[src/rtl/io_input_port_ctrl.sv]
// Input-side I/O peripheral: synchronises and debounces switches and active-low keys,
// latches key presses, exposes memory-mapped read registers. Optional IRQ via IO_IN_IRQ_EN.
module io_input_port_ctrl #(
  parameter int         DEBOUNCE_CYCLES = 250000,
  parameter int         CNT_W           = 18,
  parameter logic [7:0] BASE_ADDR       = 8'h80
) (
  input  logic        clock,
  input  logic        resetn,
  input  logic [9:0]  sw,
  input  logic [3:1]  key,
  input  logic [7:0]  io_addr,
  input  logic        io_rd,
`ifdef IO_IN_IRQ_EN
  input  logic        io_wr,
  input  logic [3:1]  io_wdata,
  output logic        irq,
`endif
  output logic [31:0] io_read_data,
  output logic [31:0] in_port0,
  output logic [31:0] in_port1
);

  localparam logic [CNT_W-1:0] TICK_LAST = CNT_W'(DEBOUNCE_CYCLES - 1);

  logic [9:0]       sw_meta, sw_sync, sw_samp, sw_db, sw_db_next;
  logic [3:1]       key_meta, key_sync, key_samp, key_db, key_db_next;
  logic [CNT_W-1:0] tick_cnt;
  logic             tick;
  logic [3:1]       press_rise, evt, evt_next;
  logic [15:0]      press_cnt, press_inc;
  logic [7:0]       offset;
  logic             rd_evt;
  logic [31:0]      rd_sel;
`ifdef IO_IN_IRQ_EN
  logic [3:1]       mask;
`endif

  // Keys idle high, so their synchroniser and debounce state reset to released.
  always_ff @(posedge clock or negedge resetn) begin
    if (!resetn) begin
      sw_meta  <= '0;
      sw_sync  <= '0;
      key_meta <= '1;
      key_sync <= '1;
    end else begin
      sw_meta  <= sw;
      sw_sync  <= sw_meta;
      key_meta <= key;
      key_sync <= key_meta;
    end
  end

  always_ff @(posedge clock or negedge resetn) begin
    if (!resetn) begin
      tick_cnt <= '0;
    end else if (tick) begin
      tick_cnt <= '0;
    end else begin
      tick_cnt <= tick_cnt + 1'b1;
    end
  end

  assign tick = (tick_cnt == TICK_LAST);

  // A bit is accepted only when two consecutive tick samples agree.
  always_comb begin
    sw_db_next  = sw_db;
    key_db_next = key_db;
    if (tick) begin
      sw_db_next  = (~(sw_sync ^ sw_samp) & sw_sync) | ((sw_sync ^ sw_samp) & sw_db);
      key_db_next = (~(key_sync ^ key_samp) & key_sync) | ((key_sync ^ key_samp) & key_db);
    end
  end

  always_ff @(posedge clock or negedge resetn) begin
    if (!resetn) begin
      sw_samp  <= '0;
      sw_db    <= '0;
      key_samp <= '1;
      key_db   <= '1;
    end else if (tick) begin
      sw_samp  <= sw_sync;
      sw_db    <= sw_db_next;
      key_samp <= key_sync;
      key_db   <= key_db_next;
    end
  end

  assign press_rise = key_db & ~key_db_next;
  assign press_inc  = 16'(press_rise[1]) + 16'(press_rise[2]) + 16'(press_rise[3]);
  assign offset     = io_addr - BASE_ADDR;
  assign rd_evt     = io_rd && (offset == 8'h08);
  // An EVT read clears exactly what it returned; a press in the same cycle still lands.
  assign evt_next   = rd_evt ? press_rise : (evt | press_rise);

  always_comb begin
    rd_sel = 32'h0;
    case (offset)
      8'h00: rd_sel = {22'b0, sw_db};
      8'h04: rd_sel = {28'b0, ~key_db, 1'b0};
      8'h08: rd_sel = {28'b0, evt, 1'b0};
      8'h0C: rd_sel = {16'b0, press_cnt};
`ifdef IO_IN_IRQ_EN
      8'h10: rd_sel = {28'b0, mask, 1'b0};
`endif
      default: rd_sel = 32'h0;
    endcase
  end

  always_ff @(posedge clock or negedge resetn) begin
    if (!resetn) begin
      evt          <= '0;
      press_cnt    <= '0;
      io_read_data <= '0;
    end else begin
      evt       <= evt_next;
      press_cnt <= press_cnt + press_inc;
      if (io_rd) begin
        io_read_data <= rd_sel;
      end
    end
  end

`ifdef IO_IN_IRQ_EN
  always_ff @(posedge clock or negedge resetn) begin
    if (!resetn) begin
      mask <= 3'b111;
      irq  <= 1'b0;
    end else begin
      irq <= |(evt & mask);
      if (io_wr && (offset == 8'h10)) begin
        mask <= io_wdata;
      end
    end
  end
`endif

  assign in_port0 = {22'b0, sw_db};
  assign in_port1 = {28'b0, ~key_db, 1'b0};

endmodule

[config.mk]
export PLATFORM = sky130hd
export DESIGN_NAME = io_input_port_ctrl
export DESIGN_NICKNAME = d
export VERILOG_FILES = /design/src/rtl/io_input_port_ctrl.sv
export SDC_FILE = /design/constraint.sdc
export NUM_CORES = 1
export LEC_CHECK = 0
export ABC_AREA = 0
export CAP_MARGIN = 15
export CORE_ASPECT_RATIO = 1.75
export CORE_UTILIZATION = 60
export DETAILED_ROUTE_END_ITERATION = 7
export DONT_BUFFER_PORTS = 1
export MAX_ROUTING_LAYER = met4
export PLACE_DENSITY = 0.76
export SLEW_MARGIN = 20
export SYNTH_ARGS = -nofsm -noshare
export SYNTH_HDL_FRONTEND = slang
export SYNTH_SLANG_ARGS = --single-unit
export TNS_END_PERCENT = 100
[constraint.sdc]
create_clock -name clock -period 9 [get_ports clock]
set_input_delay 1.8 -clock clock [delete_from_list [all_inputs] [get_ports clock]]
set_output_delay 1.8 -clock clock [all_outputs]
set_load 0.02 [all_outputs]
==> qor.yml <==
status:
  status: "finished, final reports clean"
sta:
  finalClockSkew_ns: 0.00807
  fmax_mhz: 269
  finalHoldViolCount: 0
  rsz0062_at_grt: "no"
  final.period_utilization_pct: 41.3
  tightest_slew_ns: 0.648
  min_period_ns: 3.72
  finalSetupViolations: 0
  report.final.slew_viol_count: 0
  relSlewSlack_pct: 56.8
  holdWs_ns: 0.349
  finalSetupTns_ns: 0
critical_path:
  arrival_ns: 3.98
  crit_path_max_fanout: 15
  crit_chain: "ha_1, and3_1, nand4_1, nor2_1, nand2_1, fa_1, inv_1, ha_1, fa_1, and4_1, nand3_1, xnor2_1"
  timing_worst_setup_path_type: "register to register"
  cp-start-kind: "register"
  endpoint_kind: "register"
  critPathSlowestCell: "fa_1"
  critical-path-max-stage-delay_ns: 0.51
  cp.required_ns: 9.26
pwr:
  p_leak_nw: 2.27
  power_density_nw_per_um2: 192
  vdd_drop_max_mv: 0.174
layout:
  fill_cells: 600
  design_area_sq_um: 4980
  drive_gt1_share_pct: 9.52
  n_antenna_cell: 0
  area_growth_pct: 3.19
  num-nets-final: 465
yosys:
  async_reset_ff_share_pct: 100
  synthFlopType: "dfrtp_1"
  synth.most_common_cell: "dfrtp_1"
  synthCells: 437
  ys_warn_count: 0
  avgSynthCellArea_sq_um: 11.0
  synth_area_sq_um: 4830
  synth_edf_count: 0
  synth.ff_latch_count: 105
  yosysSeqAreaShare_pct: 54.8
  synth_area_leader_cell: "dfrtp_1"
  ys_top_cells_by_count: "dfrtp_1 (93), buf_4 (68), o21ai_0 (35)"
  ys_types: 42
  synth_top_area_share_pct: 48.2
  synth_area_leaders: "dfrtp_1 (48%), buf_4 (11%), dfstp_2 (6.5%)"
clocking:
  postCtsResizedCells: 0
  cts_tree: "built"
  clock_sinks: 105
  cts_setup_buffers: 0
  clkTransAtPathRegs_ns: 0.07
  clkLatencyLatePin_ns: 0.35
  cts_buffers: 9
  clock_path_buffers: 2
  ctsHoldBuffers: 0
  htree_levels: 3
  cts_root_buffer: "clkbuf_16"
worst_hold_path:
  hold_class: "register to register"
routing:
  ant_nets: 0
  wl_per_cell_um: 16.0
  drt_first_pass_iters: 4
  drtIter0Drc: 210
  vias: 2970
  wl_um: 8480
  vias_per_cell: 5.61
  drc: 0
placed_design:
  io_buffers: 0
  placed_area_sq_um: 4640
  gp_congestion: 0.844
  hpwl_um: 5940
global_route:
  gr-total-overflow: 0
  antenna_found_initial: 0
  grt_pass1_vias: 2832
  grt_pass1_wl_um: 13700
  grtUsageTotal_pct: 22.1
  grt_max_degree: 106
floorplanning:
  die_h_um: 121
  core_sq_um: 7670
  die_w_um: 69.8
  core.rowCount: 42
  initial_core_util_pct: 62.9
  die-area_sq_um: 8420
  ios: 120
run:
  cap_viol_max_count: 0
[sequential cells by signal, indices dropped and copies added (netlist names), named ones only]
register      flops
evt               3
io_read_data     16
key_db            3
key_meta          3
key_samp          3
key_sync          3
press_cnt        16
sw_meta          10
sw_samp          10
sw_sync          10
tick_cnt         18
[final timing paths]
| path | start | end | slack (ns) | depth (start not counted) |
|---|---|---|---|---|
| max in group asynchronous | resetn | key_sync[2] | 7.62 | 0 |
| hold / removal | sw_meta[2] | sw_sync[2] | 0.35 | 0 |
| setup / recovery | tick_cnt[0] | press_cnt[12] | 5.28 | 12 |
| min in group asynchronous | resetn | io_read_data[14] | 1.14 | 0 |
| setup reg to reg | tick_cnt[0] | press_cnt[12] | 5.28 | 12 |
| hold reg to reg | sw_meta[2] | sw_sync[2] | 0.35 | 0 |
[area by class of cell]
cell class	instances	area [sq um]	share of cell area [%]
flip-flops and latches	105	2640	53.1
multi-input cells	300	1800	36.2
clock buffers	10	229	4.60
clock inverters	6	111	2.24
well taps	88	110	2.21
inverters	18	67.6	1.36
repair buffers	2	15.0	0.302
[placed cells by master, fill, tap and decap left out, types with 2 or more instances in the layout]
cell       instances
dfrtp_1           93
conb_1            67
o21ai_0           35
nand2_1           28
nor2_1            19
a22o_1            18
inv_1             17
xnor2_1           17
nand3_1           16
o211ai_1          13
dfstp_2           12
nand4_1           11
xor2_1            10
mux2_2            10
clkbuf_16          9
nor3_1             6
a21oi_1            6
mux2_1             6
nor4_1             4
and3_1             4
and4_1             3
or3_1              3
o22ai_1            3
ha_1               3
bufinv_16          3
nand4b_1           2
or4_1              2
clkinv_1           2
fa_1               2
inv_6              2
buf_4              2
[logic make-up (layout without fill, tap and decap cells)]
logic type / count (synthesis) / count (layout) / synth area share [%]
AND/OR/NAND/NOR: 107 / 107 / 11.5
flip-flops: 105 / 105 / 54.8
buffers and inverters: 98 / 36 / 13.0
AO/OA/AOI/OAI: 78 / 78 / 10.4
XOR/XNOR: 27 / 27 / 4.90
multiplexers: 16 / 16 / 3.73
adder cells (fa/ha/maj): 5 / 5 / 1.61
other: 1 / 67 / 0.0777
[worst max-delay path: cells and delay by family (launching register included)]
| family | cells | cell delay (ns) |
|---|---|---|
| flops | 1 | 0.41 |
| simple gates | 6 | 1.61 |
| xor+xnor | 1 | 0.13 |
| buf+inv | 1 | 0.05 |
| fa+ha+maj | 4 | 1.44 |
[per-layer routing]
metal  wire, um  vias to the layer above  global-route usage [%]  part of all wire (%)
met2       4600                      108                    37.7                    54
met5          0                        -                       -                     0
li1           -                     1379                       -                     -
met3        506                       14                    6.33                   6.0
met1       3150                     1469                    23.8                    37
met4        216                        0                    9.50                   2.5
[report_power, final]
| part | internal (mW) | switching [mW] |
|---|---|---|
| Clock | 0.273 | 0.166 |
| Sequential | 0.480 | 0.00533 |
| Combinational | 0.00238 | 0.0276 |
| Total | 0.755 | 0.199 |
[per-stage QoR]
| step | power, mW | setup slack [ns] | std cells | util [%] |
|---|---|---|---|---|
| 2_1_floorplan | 0.545 | 5.85 | 503 | - |
| 3_3_place_gp | 0.523 | 5.38 | 513 | 60.5 |
| 3_5_place_dp | 0.524 | 5.26 | 513 | 60.5 |
| 4_1_cts | 0.963 | 5.24 | 529 | 64.9 |
| 5_1_grt | 0.988 | 4.98 | 529 | 64.9 |
| 6_report | 0.955 | 5.28 | 529 | 64.9 |
Power figures use the tool's default switching activity.
